### src/rtl/dac_sample_fifo_pkg.sv
// Shared definitions for the DAC sample buffer: register offsets, status bit
// positions, reset values and the bus address decoder.
package dac_sample_fifo_pkg;

  localparam logic [15:0] OFF_SAMPLE = 16'd0;
  localparam logic [15:0] OFF_RATE   = 16'd1;
  localparam logic [15:0] OFF_STATUS = 16'd2;

  localparam int ST_EMPTY = 0;
  localparam int ST_FULL  = 1;
  localparam int ST_UNF   = 2;
  localparam int ST_OVF   = 3;
  localparam int ST_FLUSH = 7;

  localparam logic [7:0] DAC_MID = 8'h80;
  localparam logic [7:0] DIV_RST = 8'hFF;

  typedef enum logic [1:0] {
    SEL_NONE,
    SEL_SAMPLE,
    SEL_RATE,
    SEL_STATUS
  } reg_sel_e;

  // Offset arithmetic wraps in 16 bits, so a BASE near the top of memory still decodes.
  function automatic reg_sel_e decode(input logic [15:0] addr, input logic [15:0] base);
    logic [15:0] off;
    off = addr - base;
    if (off == OFF_SAMPLE)      decode = SEL_SAMPLE;
    else if (off == OFF_RATE)   decode = SEL_RATE;
    else if (off == OFF_STATUS) decode = SEL_STATUS;
    else                        decode = SEL_NONE;
  endfunction

endpackage

### src/rtl/dac_sample_fifo_sync_fifo.sv
// Small synchronous FIFO with push/pop/flush. A pop in the same cycle frees
// a slot, so a push into a full FIFO is accepted when a pop also happens.
module sync_fifo #(
  parameter int DEPTH = 8,
  parameter int WIDTH = 8
) (
  input  logic                     clk,
  input  logic                     rst_n,
  input  logic                     push,
  input  logic                     pop,
  input  logic                     flush,
  input  logic [WIDTH-1:0]         wdata,
  output logic [WIDTH-1:0]         head,
  output logic [$clog2(DEPTH):0]   count,
  output logic                     full,
  output logic                     empty,
  output logic                     push_ok,
  output logic                     pop_ok
);

  localparam int AW = $clog2(DEPTH);

  logic [WIDTH-1:0]       mem [DEPTH];
  logic [AW-1:0]          wr_ptr_reg;
  logic [AW-1:0]          rd_ptr_reg;
  logic [$clog2(DEPTH):0] count_reg;

  assign count   = count_reg;
  assign empty   = (count_reg == '0);
  assign full    = (count_reg == ($clog2(DEPTH)+1)'(DEPTH));
  assign pop_ok  = pop && !empty && !flush;
  assign push_ok = push && !flush && (!full || pop_ok);
  assign head    = mem[rd_ptr_reg];

  // Storage has no reset; its contents are meaningless until written.
  always_ff @(posedge clk) begin
    if (push_ok) mem[wr_ptr_reg] <= wdata;
  end

  // Pointers are exactly log2(DEPTH) bits wide, so they wrap modulo DEPTH on their own.
  always_ff @(posedge clk or negedge rst_n) begin
    if (!rst_n) begin
      wr_ptr_reg <= '0;
      rd_ptr_reg <= '0;
      count_reg  <= '0;
    end else if (flush) begin
      wr_ptr_reg <= '0;
      rd_ptr_reg <= '0;
      count_reg  <= '0;
    end else begin
      if (push_ok) wr_ptr_reg <= wr_ptr_reg + AW'(1);
      if (pop_ok)  rd_ptr_reg <= rd_ptr_reg + AW'(1);
      case ({push_ok, pop_ok})
        2'b10:   count_reg <= count_reg + 1'b1;
        2'b01:   count_reg <= count_reg - 1'b1;
        default: count_reg <= count_reg;
      endcase
    end
  end

endmodule

### src/rtl/dac_sample_fifo.sv
// CPU-mapped DAC sample buffer: the CPU pushes samples, and a programmable
// rate timer moves one sample per period into the DAC output register.
module dac_sample_fifo
  import dac_sample_fifo_pkg::*;
#(
  parameter int          DEPTH = 8,
  parameter int          PRE   = 16,
  parameter logic [15:0] BASE  = 16'hFF00
) (
  input  logic        clk,
  input  logic        rst_n,
  input  logic [15:0] addr,
  input  logic [7:0]  wdata,
  input  logic        we_n,
  output logic [7:0]  dac_out,
  output logic        rd_hit,
  output logic [7:0]  rd_data
);

  localparam int PW = (PRE > 1) ? $clog2(PRE) : 1;
  localparam logic [PW-1:0] PRE_LAST = PW'(PRE - 1);

  logic          we_q_reg;
  logic [PW-1:0] pre_cnt_reg;
  logic [7:0]    div_cnt_reg;
  logic [7:0]    div_reg;
  logic [7:0]    dac_reg;
  logic          ovf_reg;
  logic          unf_reg;

  reg_sel_e wr_sel;
  reg_sel_e rd_sel;
  logic     wr_ev;
  logic     push_ev;
  logic     rate_we;
  logic     status_we;
  logic     flush;
  logic     pre_wrap;
  logic     div_wrap;
  logic     tick;
  logic     ovf_set;
  logic     unf_set;
  logic     ovf_clr;
  logic     unf_clr;
  logic [7:0] status;
  logic [3:0] count4;

  logic [7:0]              fifo_head;
  logic [$clog2(DEPTH):0]  fifo_count;
  logic                    fifo_full;
  logic                    fifo_empty;
  logic                    fifo_push_ok;
  logic                    fifo_pop_ok;

  // One write event per strobe: only the falling edge of we_n counts.
  assign wr_ev     = !we_n && we_q_reg;
  assign wr_sel    = decode(addr, BASE);
  assign push_ev   = wr_ev && (wr_sel == SEL_SAMPLE);
  assign rate_we   = wr_ev && (wr_sel == SEL_RATE);
  assign status_we = wr_ev && (wr_sel == SEL_STATUS);
  assign flush     = status_we && wdata[ST_FLUSH];
  assign ovf_clr   = status_we && wdata[ST_OVF];
  assign unf_clr   = status_we && wdata[ST_UNF];

  assign pre_wrap = (pre_cnt_reg == PRE_LAST);
  assign div_wrap = (div_cnt_reg == div_reg);
  assign tick     = pre_wrap && div_wrap;

  sync_fifo #(
    .DEPTH (DEPTH),
    .WIDTH (8)
  ) u_fifo (
    .clk     (clk),
    .rst_n   (rst_n),
    .push    (push_ev),
    .pop     (tick),
    .flush   (flush),
    .wdata   (wdata),
    .head    (fifo_head),
    .count   (fifo_count),
    .full    (fifo_full),
    .empty   (fifo_empty),
    .push_ok (fifo_push_ok),
    .pop_ok  (fifo_pop_ok)
  );

  // A push can never coincide with a flush, so a refused push always means full.
  assign ovf_set = push_ev && !fifo_push_ok;
  assign unf_set = tick && fifo_empty && !flush;

  always_ff @(posedge clk or negedge rst_n) begin
    if (!rst_n) begin
      we_q_reg <= 1'b1;
    end else begin
      we_q_reg <= we_n;
    end
  end

  always_ff @(posedge clk or negedge rst_n) begin
    if (!rst_n) begin
      pre_cnt_reg <= '0;
      div_cnt_reg <= '0;
    end else if (rate_we) begin
      pre_cnt_reg <= '0;
      div_cnt_reg <= '0;
    end else if (pre_wrap) begin
      pre_cnt_reg <= '0;
      div_cnt_reg <= div_wrap ? 8'd0 : div_cnt_reg + 8'd1;
    end else begin
      pre_cnt_reg <= pre_cnt_reg + PW'(1);
    end
  end

  always_ff @(posedge clk or negedge rst_n) begin
    if (!rst_n) begin
      div_reg <= DIV_RST;
    end else if (rate_we) begin
      div_reg <= wdata;
    end
  end

  // A new event in the same cycle as a clear keeps the flag set.
  always_ff @(posedge clk or negedge rst_n) begin
    if (!rst_n) begin
      ovf_reg <= 1'b0;
      unf_reg <= 1'b0;
    end else begin
      ovf_reg <= ovf_set || (ovf_reg && !ovf_clr);
      unf_reg <= unf_set || (unf_reg && !unf_clr);
    end
  end

  always_ff @(posedge clk or negedge rst_n) begin
    if (!rst_n) begin
      dac_reg <= DAC_MID;
    end else if (fifo_pop_ok) begin
      dac_reg <= fifo_head;
    end
  end

  assign dac_out = dac_reg;
  assign count4  = 4'(fifo_count);

  always_comb begin
    status           = '0;
    status[7:4]      = count4;
    status[ST_OVF]   = ovf_reg;
    status[ST_UNF]   = unf_reg;
    status[ST_FULL]  = fifo_full;
    status[ST_EMPTY] = fifo_empty;
  end

  assign rd_sel = decode(addr, BASE);
  assign rd_hit = (rd_sel == SEL_RATE) || (rd_sel == SEL_STATUS);

  always_comb begin
    rd_data = 8'h00;
    case (rd_sel)
      SEL_RATE:   rd_data = div_reg;
      SEL_STATUS: rd_data = status;
      default:    rd_data = 8'h00;
    endcase
  end

endmodule

### config.mk
export PLATFORM = sky130hd
export DESIGN_NAME = dac_sample_fifo
export DESIGN_NICKNAME = d
export VERILOG_FILES = /design/src/rtl/dac_sample_fifo_pkg.sv /design/src/rtl/dac_sample_fifo_sync_fifo.sv /design/src/rtl/dac_sample_fifo.sv
export SDC_FILE = /design/constraint.sdc
export NUM_CORES = 1
export LEC_CHECK = 0
export BUFFER_PORTS_ARGS = -buffer_cell sky130_fd_sc_hd__buf_2
export CAP_MARGIN = 40
export CORE_UTILIZATION = 47
export CTS_CLUSTER_DIAMETER = 150
export DETAILED_ROUTE_END_ITERATION = 16
export GPL_TIMING_DRIVEN = 0
export PLACE_DENSITY = 0.76
export SLEW_MARGIN = 20
export SYNTH_ARGS = -nofsm -noshare
export SYNTH_HDL_FRONTEND = slang
export SYNTH_HIERARCHICAL = 1
export SYNTH_SLANG_ARGS = --single-unit
### constraint.sdc
create_clock -name clk -period 4.3 [get_ports clk]
set_input_delay 0.86 -clock clk [delete_from_list [all_inputs] [get_ports clk]]
set_output_delay 0.86 -clock clk [all_outputs]
set_load 0.01 [all_outputs]
==> impl_metrics.csv, run 1 <==
group,metric,value,unit
route,drt-initial-drc-count,140,
synth,ys_seq_area_frac,0.6023,
sta,worstMarginPinSlew,810.7,ps
setup_path,path_delay_family,"simple AND/OR/NAND/NOR gates",
route,ant_nets,0,
global_routing,grt_pass1_wl,15480,um
route,drtPass1Iterations,4,
final_layout,fill_cells,777,
final_layout,drive_gt1_frac,0.3098,
setup_path,timing.reg2reg.worst_path_depth,12,
setup_path,cp_cell_sequence,"buf_2, or4_4, or4_1, buf_2, nor2_1, a22o_1, buf_2",
setup_path,rr_endpoint,"u_fifo/count[3]",
synth,synth-seq-cells,105,
run,maxCapViolations,0,
final_layout,final_cell_mix,"edfxtp_1, buf_2, dfrtp_1",
final_layout,largest_reg_flops,64,
die,coreArea,0.009955,mm^2
synth,synth_edf_count,64,
die,boundaryPins,44,
global_routing,track_usage,0.1890,
die,die_width,104.3,um
synth,syn_avg_cell_area,14.85,um^2
setup_path,critPathArrivalTime,3020,ps
synth,ys.flop_type,"edfxtp_1",
setup_path,required,3440,ps
setup_path,crit_cells,7,
placement,hpwl,6958,um
sta,hold_viol,0,
setup_path,cpMostUsedCell,"buf_2",
clock_tree,htreeDepth,3,
sta,fin_crit_sh,0.9016,
die,die_area,0.01087,mm^2
placement,pre_cts_ws,23.61,ps
clock_tree,ctsResizeCount,0,
route,num_vias,2989,
die,fp.dieH,104.3,um
sta,layout_setup_ws,423.0,ps
synth,async_reset_ff_frac,0.3905,
final_layout,top_register,"u_fifo/mem",
sta,finalCriticalPeriod,3877,ps
setup_path,start_kind,"input port",
sta,rsz0062_at_grt,"no",
placement,io_buffers,43,
final_layout,multi_input_area,0.001851,mm^2
clock_tree,numCtsBuffers,9,
synth,syn_inst,331,
synth,synth_area,0.004915,mm^2
synth,ys_warn_count,6,
synth,yosysUniqueCellTypes,53,
setup_path,crit_type,"in -> out",
final_layout,layout_commonest_cell,"edfxtp_1",
setup_path,crit_fanout,8,
final_layout,nNetsFinal,426,
setup_path,critical_path.endpoint_type,"output pin",
synth,syn_nets,365,
min_path,min_path_type,"in -> async",
route,route.detailed.drc,0,
sta,fin_skew,10.10,ps
status,status,"finished, final reports clean",
die,start_util,0.4937,
setup_path,reg2reg_from,"div_cnt_reg[2]",
final_layout,syn_to_final_growth,13.54,%
pwr,power_leakage,2.096,nW
setup_path,cpPeakStageDelay,530,ps
clock_tree,ctsHoldBuffers,0,
global_routing,grt_start_max_net_pins,26,
die,rows,36,
clock_tree,clk_pin_slew_worst_paths,110,ps
setup_path,r2r_slack,800,ps
pwr,cellPowerDensity,321.8,mW/mm^2
global_routing,first_global_vias,2893,
route,via_per_inst,5.640,
final_layout,seqCellArea,0.002960,mm^2
setup_path,path_buf_inv,3,
clock_tree,cts_tree,"built",
placement,place.gp.congestion,0.8029,
setup_path,crit_slowest_cell,"or4_4",
pwr,finalPower,1.796,mW
global_routing,grt_remaining_overflow,0,
route,routed_wl,9946,um
clock_tree,clockBufferDepth,2,
sta,slew_headroom,0.4575,
clock_tree,cts_sinks,105,
pwr,peakVddDrop,0.0001596,V
clock_tree,clk_latency,370,ps
route,wl_per_cell,18.77,um
clock_tree,cts_setup_buffers,0,
sta,fmax,257.9,MHz
final_layout,antenna_cells,0,
sta,slew_violations,0,
clock_tree,cts-root-buf,"clkbuf_8",
sta,setup-violations-final,0,
global_routing,antenna_found_initial,0,
sta,timing.hold.ws,423.5,ps
## cells by family (layout without fill, tap and decap cells)
family	after synthesis	after routing	synth area share
flops	105	105	0.6023
simple gates	89	89	0.09852
compound gates	47	47	0.07128
mux	44	44	0.1533
buf+inv	23	89	0.02673
xor+xnor	16	16	0.02851
fa+ha+maj	7	7	0.01935
## worst max-delay path by stage
stage                     startpoint                to  slack (ps)
after floorplan              addr[7]  u_fifo/mem[0][0]         350
after global placement       addr[7]  u_fifo/mem[0][4]        -540
after detailed placement     addr[7]        dac_out[2]          20
after CTS                    addr[7]        dac_out[0]         400
after global routing         addr[7]        rd_data[1]         390
final                        addr[7]        rd_data[1]         420
## Yosys cell counts, types with 2 or more instances
cell      count  area, um^2
a21oi_1      11       55.05
a22o_1        8       70.07
a31oi_1       2       12.51
and2_1        2       12.51
buf_2         5       25.02
buf_6         3       33.78
clkbuf_1      8       30.03
dfrtp_1      31       775.7
dfstp_2      10       262.8
edfxtp_1     64        1922
ha_1          6       75.07
inv_1         5       18.77
mux2_2       17       191.4
mux2_4        7       105.1
mux2i_1       4       40.04
mux4_1       15       394.1
nand2_1      13       48.80
nand2b_1      5       31.28
nand3_1       9       45.04
nand4_1       4       25.02
nand4b_1      2       17.52
nor2_1       22       82.58
nor2b_1       4       25.02
nor3_1       10       50.05
nor4_1        7       43.79
o211ai_1      6       45.04
o21a_1        3       22.52
o21ai_0       3       15.01
o22ai_1       5       31.28
o311a_1       2       20.02
or3_1         2       12.51
xnor2_1      12       105.1
xor2_1        4       35.03
## layer usage
metal | global-route usage | vias up | share of wire | wire [um]
li1 | - | 1409 | - | -
met1 | 0.2534 | 1493 | 0.46 | 4600
met2 | 0.3113 | 79 | 0.49 | 4867
met3 | 0.02882 | 8 | 0.036 | 360
met4 | 0.07143 | 0 | 0.012 | 117
met5 | 0 | - | 0 | 0
## stage by stage
stage / utilization / setup TNS (ps) / std cells / area (um^2)
floorplan: - / 0 / 331 / 4915
global route: 0.5606 / 0 / 530 / 5580
global placement: 0.5321 / -8478 / 507 / 5296
finish: 0.5606 / 0 / 530 / 5580
detailed placement: 0.5383 / 0 / 510 / 5359
CTS: 0.5576 / 0 / 526 / 5550
## final cells by class
| cell class | instances | share of cell area |
|---|---|---|
| Buffer | 18 | 0.02018 |
| Clock buffer | 9 | 0.02220 |
| Clock inverter | 7 | 0.01211 |
| Inverter | 5 | 0.003363 |
| Multi-Input combinational cell | 203 | 0.3316 |
| Sequential cell | 105 | 0.5305 |
| Tap cell | 133 | 0.02982 |
| Timing Repair Buffer | 50 | 0.05022 |
## report_power, final
group / total [mW] / switching [mW] / internal (mW)
Clock: 0.588 / 0.362 / 0.227
Sequential: 1.09 / 0.00937 / 1.08
Combinational: 0.117 / 0.0590 / 0.0576
(Power assumes the default switching activity.)
==> run 2: changes to the inputs <==
Settings changed: ABC_AREA set to 1.
==> run 2 against run 1 <==
  * Total power is 0.83% higher
  * Count of clock-buffer cells in the layout is 3 higher
  * Hold slack worse by 10 ps
  * Maximum frequency is 31% higher
  * Synthesized area is 1.9% higher
  * Synthesized cell count is 50% higher
  * Flip-flop and latch count stayed put
==> impl_metrics.csv, run 2 <==
group,metric,value,unit
status,status,"finished, final reports clean",
synth,ys_seq_area_frac,0.5909,
synth,yosysUniqueCellTypes,38,
final_layout,antenna_cells,0,
route,num_vias,3697,
route,via_per_inst,5.319,
sta,hold_viol,0,
clock_tree,clk_latency,370,ps
setup_path,reg2reg_from,"we_q_reg",
clock_tree,htreeDepth,3,
global_routing,grt_pass1_wl,18310,um
global_routing,grt_remaining_overflow,0,
sta,fin_crit_sh,0.6897,
route,drt-initial-drc-count,250,
sta,fmax,337.2,MHz
placement,hpwl,7739,um
placement,pre_cts_ws,910.4,ps
synth,synth_area,0.005010,mm^2
final_layout,final_cell_mix,"nand2_1, nor2_1, edfxtp_1",
setup_path,r2r_slack,1400,ps
clock_tree,cts-root-buf,"clkbuf_8",
synth,synth_common_cells,"nand2_1, nor2_1, edfxtp_1",
final_layout,largest_reg_flops,64,
die,die_area,0.01108,mm^2
synth,async_reset_ff_frac,0.3905,
placement,dp_cells,678,
sta,slew_headroom,0.4655,
synth,yosysMostFrequentCell,"nand2_1",
sta,timing.hold.ws,413.1,ps
sta,finalCriticalPeriod,2966,ps
clock_tree,cts_setup_buffers,0,
route,ant_nets,0,
sta,finalSetupTns,0,ps
synth,synth_area_leaders,"edfxtp_1, dfrtp_1, nand2_1, nor2_1, dfstp_2",
synth,synth-seq-cells,105,
setup_path,critical_path.endpoint_type,"output pin",
die,rows,37,
global_routing,grt_start_max_net_pins,26,
die,coreArea,0.01032,mm^2
die,die_width,105.2,um
clock_tree,cts_sinks,105,
sta,slew_violations,0,
run,maxCapViolations,0,
final_layout,syn_to_final_growth,12.49,%
sta,rsz0062_at_grt,"no",
final_layout,design_area,0.005635,mm^2
final_layout,top_register,"u_fifo/mem",
sta,worstMarginPinSlew,798.8,ps
setup_path,crit_type,"in -> out",
route,routed_wl,10920,um
clock_tree,numCtsBuffers,9,
synth,ys_warn_count,6,
synth,syn_inst,498,
setup_path,start_kind,"input port",
final_layout,drive_gt1_frac,0.2165,
die,boundaryPins,44,
sta,setup-violations-final,0,
clock_tree,clockBufferDepth,2,
synth,ys.flop_type,"edfxtp_1",
pwr,finalPower,1.811,mW
final_layout,layout_commonest_cell,"nand2_1",
route,drtPass1Iterations,6,
pwr,peakVddDrop,0.0002330,V
route,wl_per_cell,15.71,um
setup_path,timing.reg2reg.worst_path_depth,10,
synth,synth_top_area_share,0.3836,
placement,place.gp.congestion,0.7946,
placement,placed_area,0.005415,mm^2
final_layout,final_cells,695,
clock_tree,ctsResizeCount,0,
global_routing,antenna_found_initial,0,
synth,syn_avg_cell_area,10.06,um^2
min_path,min_path_type,"in -> async",
pwr,cellPowerDensity,321.3,mW/mm^2
final_layout,nNetsFinal,588,
die,fp.dieH,105.2,um
setup_path,crit_fanout,8,
placement,io_buffers,43,
synth,synth_edf_count,64,
synth,syn_nets,532,
synth,yosysTopAreaCell,"edfxtp_1",
route,route.detailed.drc,0,
setup_path,required,3440,ps
clock_tree,ctsHoldBuffers,0,
setup_path,rr_endpoint,"u_fifo/mem[4][7]",
final_layout,fin_util,0.5459,
pwr,power_leakage,2.540,nW
clock_tree,clk_pin_slew_worst_paths,100,ps
setup_path,critPathArrivalTime,2110,ps
sta,fin_skew,17.05,ps
global_routing,first_global_vias,3766,
die,start_util,0.4853,
global_routing,track_usage,0.2168,
sta,layout_setup_ws,1334,ps
clock_tree,cts_tree,"built",
## run 2: cell count changes after synthesis, sizes merged, moves of 9 or more
cell,previous run,this run
o21ai,5,38
mux4,16,0
nand2,13,108
nor2,22,85
nand3,9,31
o32ai,0,16
mux2,24,8
nor3,11,2
inv,5,48
## run 2: per-layer routing
layer  share of wire  up-vias  GRT usage  wire length, um
met4           0.036        0     0.1026              396
met3           0.056       27    0.04020              613
met5               0        -          0                0
met2            0.49      143     0.3698             5366
met1            0.42     1736     0.2660             4546
li1                -     1791          -                -
## run 2: worst max-delay path, cell delays in order
cell and delay, ps:
buf_2 100, nor2_1 100, nand2_1 90, nor2_1 190, nand4_1 260, o21ai_0 320, buf_2 190
## run 2: cell families after synthesis
| kind of cell | count (synthesis) | share of synthesized area |
|---|---|---|
| compound gates | 64 | 0.08367 |
| xor+xnor | 8 | 0.01398 |
| fa+ha+maj | 7 | 0.01898 |
| buf+inv | 66 | 0.05894 |
| flops | 105 | 0.5909 |
| mux | 8 | 0.01798 |
| simple gates | 240 | 0.2155 |
## run 2: cell type report
| type | count | area (um^2) |
|---|---|---|
| fillers | 891 | 4688 |
| flip-flops and latches | 105 | 2960 |
| multi-input cells | 327 | 1754 |
| repair buffers | 45 | 242.7 |
| inverters | 49 | 183.9 |
| well taps | 136 | 170.2 |
| clock buffers | 12 | 135.1 |
| plain buffers | 17 | 111.4 |
| clock inverters | 4 | 77.57 |
## run 2: worst max path at each step
stage                  from                to  slack (ps)
finish              addr[5]        rd_data[2]        1330
CTS                    we_n  u_fifo/mem[5][7]        1280
global route           we_n  u_fifo/mem[6][7]        1120
detailed placement     we_n  u_fifo/mem[0][1]         910
floorplan           addr[3]   u_fifo/count[3]        1530
global placement       we_n  u_fifo/mem[5][3]         970
## run 2: power breakdown
group	switching (mW)	internal [mW]	total, mW
sequential	0.00656	1.08	1.08
clock	0.327	0.333	0.661
combinational	0.0440	0.0237	0.0677
